### config.mk
export PLATFORM = sky130hd
export DESIGN_NAME = gather_sched_ctrl
export DESIGN_NICKNAME = d
export VERILOG_FILES = /design/src/rtl/gather_sched_ctrl.sv
export SDC_FILE = /design/constraint.sdc
export NUM_CORES = 1
export LEC_CHECK = 0
export CORE_ASPECT_RATIO = 1.2
export CORE_MARGIN = 2
export CORE_UTILIZATION = 54
export CTS_CLUSTER_DIAMETER = 150
export DETAILED_ROUTE_END_ITERATION = 12
export PLACE_DENSITY = 0.8
export SKIP_CTS_REPAIR_TIMING = 1
export SLEW_MARGIN = 20
export SYNTH_ARGS = -nofsm -noshare
export SYNTH_HDL_FRONTEND = slang
export SYNTH_SLANG_ARGS = --single-unit
### constraint.sdc
create_clock -name i_clk -period 2.25 [get_ports i_clk]
set_input_delay 0.45 -clock i_clk [delete_from_list [all_inputs] [get_ports i_clk]]
set_output_delay 0.45 -clock i_clk [all_outputs]
set_load 0.01 [all_outputs]
### src/rtl/gather_sched_ctrl.sv
// gather_sched_ctrl
//   Sequencer for the data_gather datapath. For each kernel group it accepts
//   n_channel beats from the tiling machine into the accumulators, waits a fixed
//   drain window, then issues READS_PER_GROUP read requests to the gather SRAM.
//   Each request must see its completion before the next one is issued.
//   After n_kernel groups it pulses o_done and returns to IDLE.
//
// Ports
//   i_clk, i_rst_n      clock, asynchronous active-low reset
//   i_start             start pulse (only looked at in IDLE)
//   i_abort             synchronous abort back to IDLE from any state
//   i_cfg_n_channel     channels per kernel group (1..N_CHANNEL_MAX)
//   i_cfg_n_kernel      kernel groups per run (1..NO_OF_KERNEL)
//   i_tile_valid        upstream beat valid
//   o_tile_ready        upstream ready (combinational, high in ACCUM)
//   o_accum_valid       accumulate strobe (combinational, valid & ready)
//   o_read_req          one-cycle read request to the writer
//   i_wr_ready          writer can accept a read request
//   i_gather_valid      read completion
//   o_kernel_idx        current kernel group
//   o_channel_idx       beats accepted in the current group
//   o_busy              high whenever not in IDLE
//   o_done              one-cycle pulse at run completion
//   o_cfg_err           one-cycle pulse when a start is rejected
module gather_sched_ctrl #(
    parameter int N_CHANNEL_MAX   = 32,
    parameter int NO_OF_KERNEL    = 16,
    parameter int FLUSH_CYCLES    = 3,
    parameter int READS_PER_GROUP = 4,
    parameter int CH_W            = $clog2(N_CHANNEL_MAX + 1),
    parameter int KN_W            = $clog2(NO_OF_KERNEL + 1)
) (
    input  logic            i_clk,
    input  logic            i_rst_n,
    input  logic            i_start,
    input  logic            i_abort,
    input  logic [CH_W-1:0] i_cfg_n_channel,
    input  logic [KN_W-1:0] i_cfg_n_kernel,
    input  logic            i_tile_valid,
    output logic            o_tile_ready,
    output logic            o_accum_valid,
    output logic            o_read_req,
    input  logic            i_wr_ready,
    input  logic            i_gather_valid,
    output logic [KN_W-1:0] o_kernel_idx,
    output logic [CH_W-1:0] o_channel_idx,
    output logic            o_busy,
    output logic            o_done,
    output logic            o_cfg_err
);

    localparam int FL_W = $clog2(FLUSH_CYCLES + 1);
    localparam int RD_W = $clog2(READS_PER_GROUP + 1);

    localparam logic [CH_W-1:0] CH_MAX  = CH_W'(N_CHANNEL_MAX);
    localparam logic [KN_W-1:0] KN_MAX  = KN_W'(NO_OF_KERNEL);
    localparam logic [FL_W-1:0] FL_LOAD = FL_W'(FLUSH_CYCLES);
    localparam logic [RD_W-1:0] RD_MAX  = RD_W'(READS_PER_GROUP);
    localparam logic [RD_W-1:0] RD_LAST = RD_W'(READS_PER_GROUP - 1);

    typedef enum logic [2:0] {
        S_IDLE,
        S_ACCUM,
        S_FLUSH,
        S_READ,
        S_NEXT,
        S_DONE
    } state_t;

    state_t          state;
    logic [CH_W-1:0] n_ch_q;
    logic [KN_W-1:0] n_kn_q;
    logic [FL_W-1:0] flush_cnt;
    logic [RD_W-1:0] issued;
    logic [RD_W-1:0] completed;
    logic            outstanding;

    logic cfg_ok;
    logic beat_last;
    logic kern_last;
    logic req_fire;
    logic cpl_fire;

    assign cfg_ok = (i_cfg_n_channel != '0) && (i_cfg_n_channel <= CH_MAX) &&
                    (i_cfg_n_kernel  != '0) && (i_cfg_n_kernel  <= KN_MAX);

    assign o_tile_ready  = (state == S_ACCUM);
    assign o_accum_valid = i_tile_valid & o_tile_ready;

    assign beat_last = (o_channel_idx == n_ch_q - CH_W'(1));
    assign kern_last = (o_kernel_idx  == n_kn_q - KN_W'(1));

    // outstanding is the registered flag, so a completion and a new request
    // can never land on the same edge: requests are at least 2 cycles apart.
    assign req_fire = i_wr_ready && !outstanding && (issued < RD_MAX);
    assign cpl_fire = i_gather_valid && outstanding;

    always_ff @(posedge i_clk or negedge i_rst_n) begin
        if (!i_rst_n) begin
            state         <= S_IDLE;
            n_ch_q        <= '0;
            n_kn_q        <= '0;
            flush_cnt     <= '0;
            issued        <= '0;
            completed     <= '0;
            outstanding   <= 1'b0;
            o_kernel_idx  <= '0;
            o_channel_idx <= '0;
            o_read_req    <= 1'b0;
            o_busy        <= 1'b0;
            o_done        <= 1'b0;
            o_cfg_err     <= 1'b0;
        end else begin
            // pulse outputs default low every cycle
            o_read_req <= 1'b0;
            o_done     <= 1'b0;
            o_cfg_err  <= 1'b0;

            if (i_abort) begin
                // abort wins over every transition, including a same-cycle start
                state         <= S_IDLE;
                flush_cnt     <= '0;
                issued        <= '0;
                completed     <= '0;
                outstanding   <= 1'b0;
                o_kernel_idx  <= '0;
                o_channel_idx <= '0;
                o_busy        <= 1'b0;
            end else begin
                case (state)
                    S_IDLE: begin
                        if (i_start) begin
                            if (cfg_ok) begin
                                n_ch_q        <= i_cfg_n_channel;
                                n_kn_q        <= i_cfg_n_kernel;
                                o_kernel_idx  <= '0;
                                o_channel_idx <= '0;
                                o_busy        <= 1'b1;
                                state         <= S_ACCUM;
                            end else begin
                                o_cfg_err <= 1'b1;
                            end
                        end
                    end

                    S_ACCUM: begin
                        // gaps in i_tile_valid simply stall here
                        if (i_tile_valid) begin
                            o_channel_idx <= o_channel_idx + CH_W'(1);
                            if (beat_last) begin
                                flush_cnt <= FL_LOAD;
                                state     <= S_FLUSH;
                            end
                        end
                    end

                    S_FLUSH: begin
                        // loaded with FLUSH_CYCLES, leaves on the cycle it reads 1
                        if (flush_cnt <= FL_W'(1)) begin
                            flush_cnt   <= '0;
                            issued      <= '0;
                            completed   <= '0;
                            outstanding <= 1'b0;
                            state       <= S_READ;
                        end else begin
                            flush_cnt <= flush_cnt - FL_W'(1);
                        end
                    end

                    S_READ: begin
                        if (req_fire) begin
                            o_read_req  <= 1'b1;
                            outstanding <= 1'b1;
                            issued      <= issued + RD_W'(1);
                        end else if (cpl_fire) begin
                            outstanding <= 1'b0;
                            completed   <= completed + RD_W'(1);
                            if (completed == RD_LAST) begin
                                state <= S_NEXT;
                            end
                        end
                    end

                    S_NEXT: begin
                        o_channel_idx <= '0;
                        if (kern_last) begin
                            o_done <= 1'b1;
                            state  <= S_DONE;
                        end else begin
                            o_kernel_idx <= o_kernel_idx + KN_W'(1);
                            state        <= S_ACCUM;
                        end
                    end

                    S_DONE: begin
                        // indices are left at their final values for observation
                        o_busy <= 1'b0;
                        state  <= S_IDLE;
                    end

                    default: begin
                        o_busy <= 1'b0;
                        state  <= S_IDLE;
                    end
                endcase
            end
        end
    end

endmodule

==> metrics.log, run 1 <==
[metrics] Cell Area, Synth: 2290 sq um
[metrics] endpoint required time on the critical path: 2.43 ns
[metrics] post-layout utilization of the core: 0.747
[metrics] DR vias: ~1900
[metrics] proportion of layout cells with a drive suffix above 1: 0.221
[metrics] leftover overflow at the end of global routing: 0
[metrics] area overhead of the layout relative to synthesis: 30.6%
[metrics] worst path arrival time: between 2 and 2.5 ns
[metrics] Worst-Skew Late Latency: about 0.30 ns
[metrics] number of buffers added on ports: 34
[metrics] vias in the first global route: 1865
[metrics] Critical Path Source Type: input pin
[metrics] setup_tns: 0 ns
[metrics] fin. max-slew vios: 0
[metrics] Crit-path slowest cell: or4_4
[metrics] PwrDens: 916 nW/um^2
[metrics] Crit Path Category: in -> reg
[metrics] proportion of netlist area held by the largest area contributor: 0.415
[metrics] total nets after synthesis: 246
[metrics] Site Rows: 25
[metrics] final estimated routing congestion in global placement: 0.890
[metrics] Clock Sink Count: 38
[metrics] stage delay of the slowest cell on the critical path: 0.51 ns
[metrics] DIE AREA: around 4800 sq um
[metrics] endpoints failing hold: 0
[metrics] kind of cell with the highest combined delay on the critical path: simple AND/OR/NAND/NOR gates
[metrics] number of violations of the max-capacitance limit: 0
[metrics] FF+latch area: 953 sq um
[metrics] final net count: 304
[metrics] type of element capturing the critical path: register
[metrics] post-detailed-route count of antenna-violating nets: 0
[metrics] diodes inserted: 0
[metrics] initial antenna violation count: 0
[metrics] wire length of the first global-routing pass: 8800 um
[metrics] total length of routed wires: approximately 5500 um
[metrics] number of buffers inserted during clock tree synthesis: 5
[metrics] die outline width: 63.4 um
[metrics] leading cell types by total area after synthesis: dfrtp_1, mux2_4, xnor2_1
[metrics] GRT Overall Usage: 0.239
[metrics] drt first pass iters: 4
[metrics] startpoint of the worst-slack reg-to-reg timing path: n_ch_q[0]
[metrics] root cell of the clock tree: clkbuf_8
[metrics] CTS tree: built
[metrics] Period minus WS final: 2.21 ns
[metrics] register bit count reported by yosys: 38
[metrics] pin count of the biggest net entering global routing: 39
[metrics] Initial Util: 0.572
[metrics] part of the Yosys area used for sequential elements: 0.415
[metrics] skew final: 0.00957 ns
[metrics] Syn. warnings: 0
[metrics] non-filler cells, final: 334
[metrics] count of boundary I/O pins: 35
[metrics] Die Y: 75.3 um
[metrics] footprint of the multi-input gates: 1270 sq um
[metrics] area inside the core boundary: 4000 sq um
[metrics] number of distinct library cells after synthesis: 53
[metrics] Max Fclk: between 0.4 and 0.5 GHz
[metrics] detailed-route wire length per cell: 16.5 um
[metrics] Final Hold Slack: around 0.26 ns
[metrics] period utilization: 0.981
[metrics] reported leakage power: approximately 1.3 nW
[metrics] largest fanout on the critical path: 6
[metrics] relative slew slack: 0.429
[metrics] multiplexer fraction of the synthesized cell area: 0.0869
[metrics] number of cells produced by synthesis: about 220
[metrics] main combinational cell family by area after synthesis: simple AND/OR/NAND/NOR gates
[metrics] Max rail drop VDD: 0.558 mV
[metrics] placed insts: 326
[metrics] compound-cell area share of the yosys netlist: 0.138
[metrics] outcome: completed
[metrics] fraction of the mapped netlist area in adder cells: 0.0383
[metrics] simple-gate share of the synthesized area: 0.206
[metrics] number of flops mapped to enable cells by yosys: 0
[metrics] min-delay worst type: in -> async
[metrics] DR vias/cell: 5.71
[metrics] count of buffering cells on the critical path with inverters included: 2
[metrics] Slew @ Worst Pin: around 0.86 ns
[metrics] Max Root-Sink Buffers: 2
[metrics] dominant cell type by area after synthesis: dfrtp_1
[metrics] synthesized-area fraction occupied by xor and xnor cells: 0.0650
[metrics] Most used DFF post-synth: dfrtp_1
[metrics] cells along the critical path: clkdlybuf4s50_1 -> or4_4 -> o21ai_4 -> nand3_2 -> nor2_4 -> buf_6 -> mux2_2
[metrics] fill count: 306
[metrics] share of flip-flops with an asynchronous set or reset: 1.00
[metrics] average instance area after synthesis: between 10 and 15 sq um
[metrics] drt first-iter violations: roughly 140
[metrics] Crit. Startpoint: i_cfg_n_channel[0]
[metrics] CTS H-Tree Depth: 2
[metrics] final count of negative-setup-slack endpoints: 0
[metrics] number of design rule violations left after detail routing: 0
[metrics] estimated wirelength of the detail-placed design: 3780 um
[metrics] clock input transition at the sequential cells of the worst setup and hold paths: around 0.08 ns
-- cell type report --
| cell class | count | area share |
|---|---|---|
| sequential | 38 | 0.319 |
| tap | 54 | 0.0226 |
| timing repair buffer | 57 | 0.174 |
| clock buffer | 5 | 0.0230 |
| multi-input combinational | 158 | 0.424 |
| inverter | 19 | 0.0238 |
| clock inverter | 3 | 0.0134 |
-- per-layer routing --
| metal | wire (um) | vias up | global-route usage | part of all wire |
|---|---|---|---|---|
| met5 | 0 | - | 0 | 0 |
| met1 | 2310 | 934 | 0.298 | 0.42 |
| met3 | 171 | 12 | 0.0399 | 0.031 |
| met2 | 2900 | 42 | 0.427 | 0.53 |
| met4 | 113 | 0 | 0.0797 | 0.021 |
| li1 | - | 919 | - | - |
-- stage by stage --
| stage | total power, mW | setup WS, ns | instance area [sq um] |
|---|---|---|---|
| 6_report | 2.74 | 0.0432 | 2990 |
| 5_1_grt | 2.90 | -0.0334 | 2990 |
| 4_1_cts | 2.70 | -0.0374 | 2930 |
| 3_5_place_dp | 2.11 | -0.300 | 2820 |
| 3_3_place_gp | 2.07 | -0.262 | 2820 |
| 2_1_floorplan | 1.75 | 0.196 | 2290 |
-- cells in the mapped netlist, types with 3 or more instances --
master,n
dfrtp_1,38
inv_1,19
nand3_1,14
xnor2_1,13
nand2_1,11
mux2_4,9
nor2_1,8
o21ai_0,8
a21oi_1,7
ha_1,7
and3_1,6
a31oi_1,4
nor3_1,4
o211ai_1,4
xor2_1,4
a211oi_1,3
mux2_2,3
mux2i_1,3
nand2b_1,3
nor2b_1,3
nor4_1,3
o22ai_1,3
or3_1,3
or4_1,3
-- path summary, 6_finish.rpt --
check                               end  slack [ns]  cells past startpoint
max in group asynchronous      state[1]        1.40                      1
hold / removal                n_kn_q[4]        0.26                      1
hold reg to reg            completed[2]        0.50                      2
setup reg to reg               state[0]        0.19                      6
setup / recovery              n_kn_q[1]        0.04                      7
min in group i_clk            n_ch_q[3]        0.44                      2
-- sequential cells by signal, summed over array words and instances, names as in the netlist --
signal         flops
n_ch_q             6
o_kernel_idx       5
completed          3
o_busy             1
o_cfg_err          1
o_read_req         1
issued             3
o_channel_idx      6
outstanding        1
state              3
o_done             1
flush_cnt          2
n_kn_q             5
-- report_power, final --
part           switching, mW  internal [mW]  total (mW)
registers              0.209          0.816        1.03
clock network          0.259          0.327       0.586
logic                  0.530          0.598        1.13
total                  0.999           1.74        2.74
-- worst reg2reg max path: stages, from the launching register on --
cell     delay (ns)
dfrtp_1        0.45
nor4_1         0.52
a21oi_1        0.13
nor4b_1        0.39
buf_4          0.19
a21oi_1        0.07
o22a_1         0.21
-- logic make-up after synthesis --
group,count (synthesis)
adders and majority gates,7
DFF,38
buffers and inverters,25
muxes,15
AOI/OAI and AO/OA,44
xor gates and xnor gates,17
and+or+nand+nor,75
-- cell usage in the layout, fill, tap and decap left out, drive strengths merged, types with 3 or more instances in the layout --
| master | netlist | layout |
|---|---|---|
| nor2 | 11 | 11 |
| a21oi | 9 | 9 |
| inv | 19 | 19 |
| mux2 | 12 | 12 |
| buf | 5 | 24 |
| nor2b | 3 | 3 |
| o211ai | 4 | 4 |
| mux2i | 3 | 3 |
| o22ai | 3 | 3 |
| a31oi | 4 | 4 |
| nand2b | 3 | 3 |
| xnor2 | 13 | 13 |
| clkbuf | 1 | 5 |
| and3 | 6 | 6 |
| nor3 | 4 | 4 |
| nand2 | 11 | 11 |
| a211oi | 3 | 3 |
| clkdlybuf4s50 | 0 | 31 |
| dfrtp | 38 | 38 |
| or3 | 4 | 4 |
| ha | 7 | 7 |
| o21ai | 10 | 10 |
| nand3 | 16 | 16 |
| nor4 | 4 | 4 |
| xor2 | 4 | 4 |
| or4 | 3 | 3 |
No activity file was read; power rests on OpenSTA's default activity.
==> run 2, diff against run 1 <==
- CELL_PAD_IN_SITES_DETAIL_PLACEMENT: not set -> 0
- CELL_PAD_IN_SITES_GLOBAL_PLACEMENT: not set -> 1
- CORE_UTILIZATION: 54 -> 42
- PLACE_DENSITY: 0.8 -> not set
- PLACE_DENSITY_LB_ADDON: not set -> 0.1
- RECOVER_POWER: not set -> 25
==> run 2 against run 1 <==
Net effect:
- non-clock buffer count decreased by 1
- sequential power about the same
- global-route usage decreased by 5.5 points
- combinational power decreased by 5%
- critical path type unchanged
==> metrics.log, run 2 (same netlist as run 1, synthesis figures left out) <==
[metrics] switching portion of total power: 0.351
[metrics] pin count of the biggest net entering global routing: 39
[metrics] CTS tree: built
[metrics] fin. max-slew vios: 0
[metrics] clock input transition at the sequential cells of the worst setup and hold paths: 0.08 ns
[metrics] cell internal power dissipation: roughly 1.8 mW
[metrics] die outline width: ~71 um
[metrics] endpoints failing hold: 0
[metrics] proportion of layout cells with a drive suffix above 1: 0.216
[metrics] share of total power in the clock network: 0.222
[metrics] largest registers: n_ch_q: 6 flops, o_channel_idx: 6 flops
[metrics] DIE AREA: 6060 sq um
[metrics] post-layout utilization of the core: 0.569
[metrics] drt first-iter violations: 47
[metrics] setup_tns: 0 ns
[metrics] total length of routed wires: 5180 um
[metrics] wire length of the first global-routing pass: 8870 um
[metrics] outcome: completed
[metrics] PwrDens: ~900 nW/um^2
[metrics] post-detailed-route count of antenna-violating nets: 0
[metrics] DR vias/cell: 5.41
[metrics] most common cell after layout, fill and taps aside: dfrtp_1
[metrics] type of element capturing the critical path: register
[metrics] number of buffers inserted during clock tree synthesis: 5
[metrics] Slew @ Worst Pin: 0.958 ns
[metrics] commonest cells after routing, fill and taps aside: dfrtp_1, clkdlybuf4s50_1, buf_4
[metrics] Post-DP Area: ~2800 sq um
[metrics] root cell of the clock tree: clkbuf_8
[metrics] area inside the core boundary: 5260 sq um
[metrics] placed insts: around 330
[metrics] diodes inserted: 0
[metrics] final design instance area without fill: 2990 sq um
[metrics] Max Fclk: roughly 0.46 GHz
[metrics] worst path arrival time: 2.37 ns
[metrics] total chip power: 2.70 mW
[metrics] final count of negative-setup-slack endpoints: 0
[metrics] period utilization: 0.975
[metrics] CTS H-Tree Depth: 2
[metrics] min-delay worst type: in -> async
[metrics] Period minus WS final: 2.19 ns
[metrics] Clock Sink Count: 38
[metrics] Max rail drop VDD: 0.484 mV
[metrics] vias in the first global route: 1864
[metrics] leftover overflow at the end of global routing: 0
[metrics] number of violations of the max-capacitance limit: 0
[metrics] estimated wirelength of the detail-placed design: 3750 um
[metrics] count of boundary I/O pins: 35
[metrics] detailed-route wire length per cell: 15.2 um
[metrics] non-filler cells, final: 340
[metrics] final worst slack: 0.0556 ns
[metrics] Site Rows: 29
[metrics] Crit Path Category: in -> reg
[metrics] drt first pass iters: 4
[metrics] worst setup slack after placement: -0.377 ns
[metrics] final estimated routing congestion in global placement: around 0.73
[metrics] largest fanout on the critical path: 6
[metrics] power share of the combinational group: 0.396
[metrics] DR vias: 1840
[metrics] total net switching power: 0.946 mW
[metrics] GRT Overall Usage: 0.183
[metrics] sequential group share of total power: 0.382
[metrics] area overhead of the layout relative to synthesis: 30.7%
[metrics] Die Y: about 85 um
[metrics] reported leakage power: 1.30 nW
[metrics] Initial Util: 0.435
[metrics] number of design rule violations left after detail routing: 0
[metrics] relative slew slack: 0.361
[metrics] final net count: roughly 300
[metrics] number of buffers added on ports: 34
[metrics] initial antenna violation count: 0
[metrics] Critical Path Source Type: input pin
[metrics] Max Root-Sink Buffers: 2
[metrics] setup repair after global routing missed its margin: false
[metrics] Final Hold Slack: 0.299 ns
[metrics] skew final: 0.00469 ns
[metrics] endpoint required time on the critical path: 2.43 ns
[metrics] Worst-Skew Late Latency: approximately 0.29 ns
[run 2: final cells by class]
class / count / area (sq um)
Clock inverter: 1 / 30.0
Fill cell: 481 / 2270
Inverter: 19 / 71.3
Clock buffer: 6 / 82.6
Tap cell: 62 / 77.6
Multi-Input combinational cell: 158 / 1260
Sequential cell: 38 / 953
Timing Repair Buffer: 56 / 512
[run 2: path summary, 6_finish.rpt]
path / from / slack (ns) / endpoint / cells past startpoint
setup / recovery: i_cfg_n_kernel[1] / 0.06 / n_kn_q[1] / 8
hold / removal: i_rst_n / 0.30 / o_kernel_idx[3] / 1
setup reg to reg: n_kn_q[0] / 0.22 / o_kernel_idx[3] / 7
hold reg to reg: completed[2] / 0.49 / completed[2] / 2
max in group asynchronous: i_rst_n / 1.30 / state[0] / 1
min in group i_clk: i_cfg_n_channel[0] / 0.43 / n_ch_q[0] / 2
[run 2: layer usage]
layer | part of all wire | GRT usage | up-vias
met5 | 0 | 0 | -
li1 | - | - | 908
met4 | 0.025 | 0.0635 | 0
met1 | 0.46 | 0.238 | 882
met2 | 0.48 | 0.301 | 38
met3 | 0.036 | 0.0416 | 12
[run 2: worst max-delay path, stage by stage]
cell and delay (ns):
clkdlybuf4s50_1 0.45, nor4_2 0.34, xnor2_1 0.23, buf_4 0.18, nand3_2 0.06, nor2_2 0.14, buf_4 0.18, mux2_2 0.34
[run 2: power by group through the flow]
stage          Combinational [mW]  Sequential (mW)  Clock [mW]
3_5_place_dp                 1.05             1.04           0
5_1_grt                      1.19             1.06       0.645
4_1_cts                      1.06             1.03       0.617
3_3_place_gp                 1.04             1.04           0
6_report                     1.07             1.03       0.599
2_1_floorplan               0.795            0.957           0
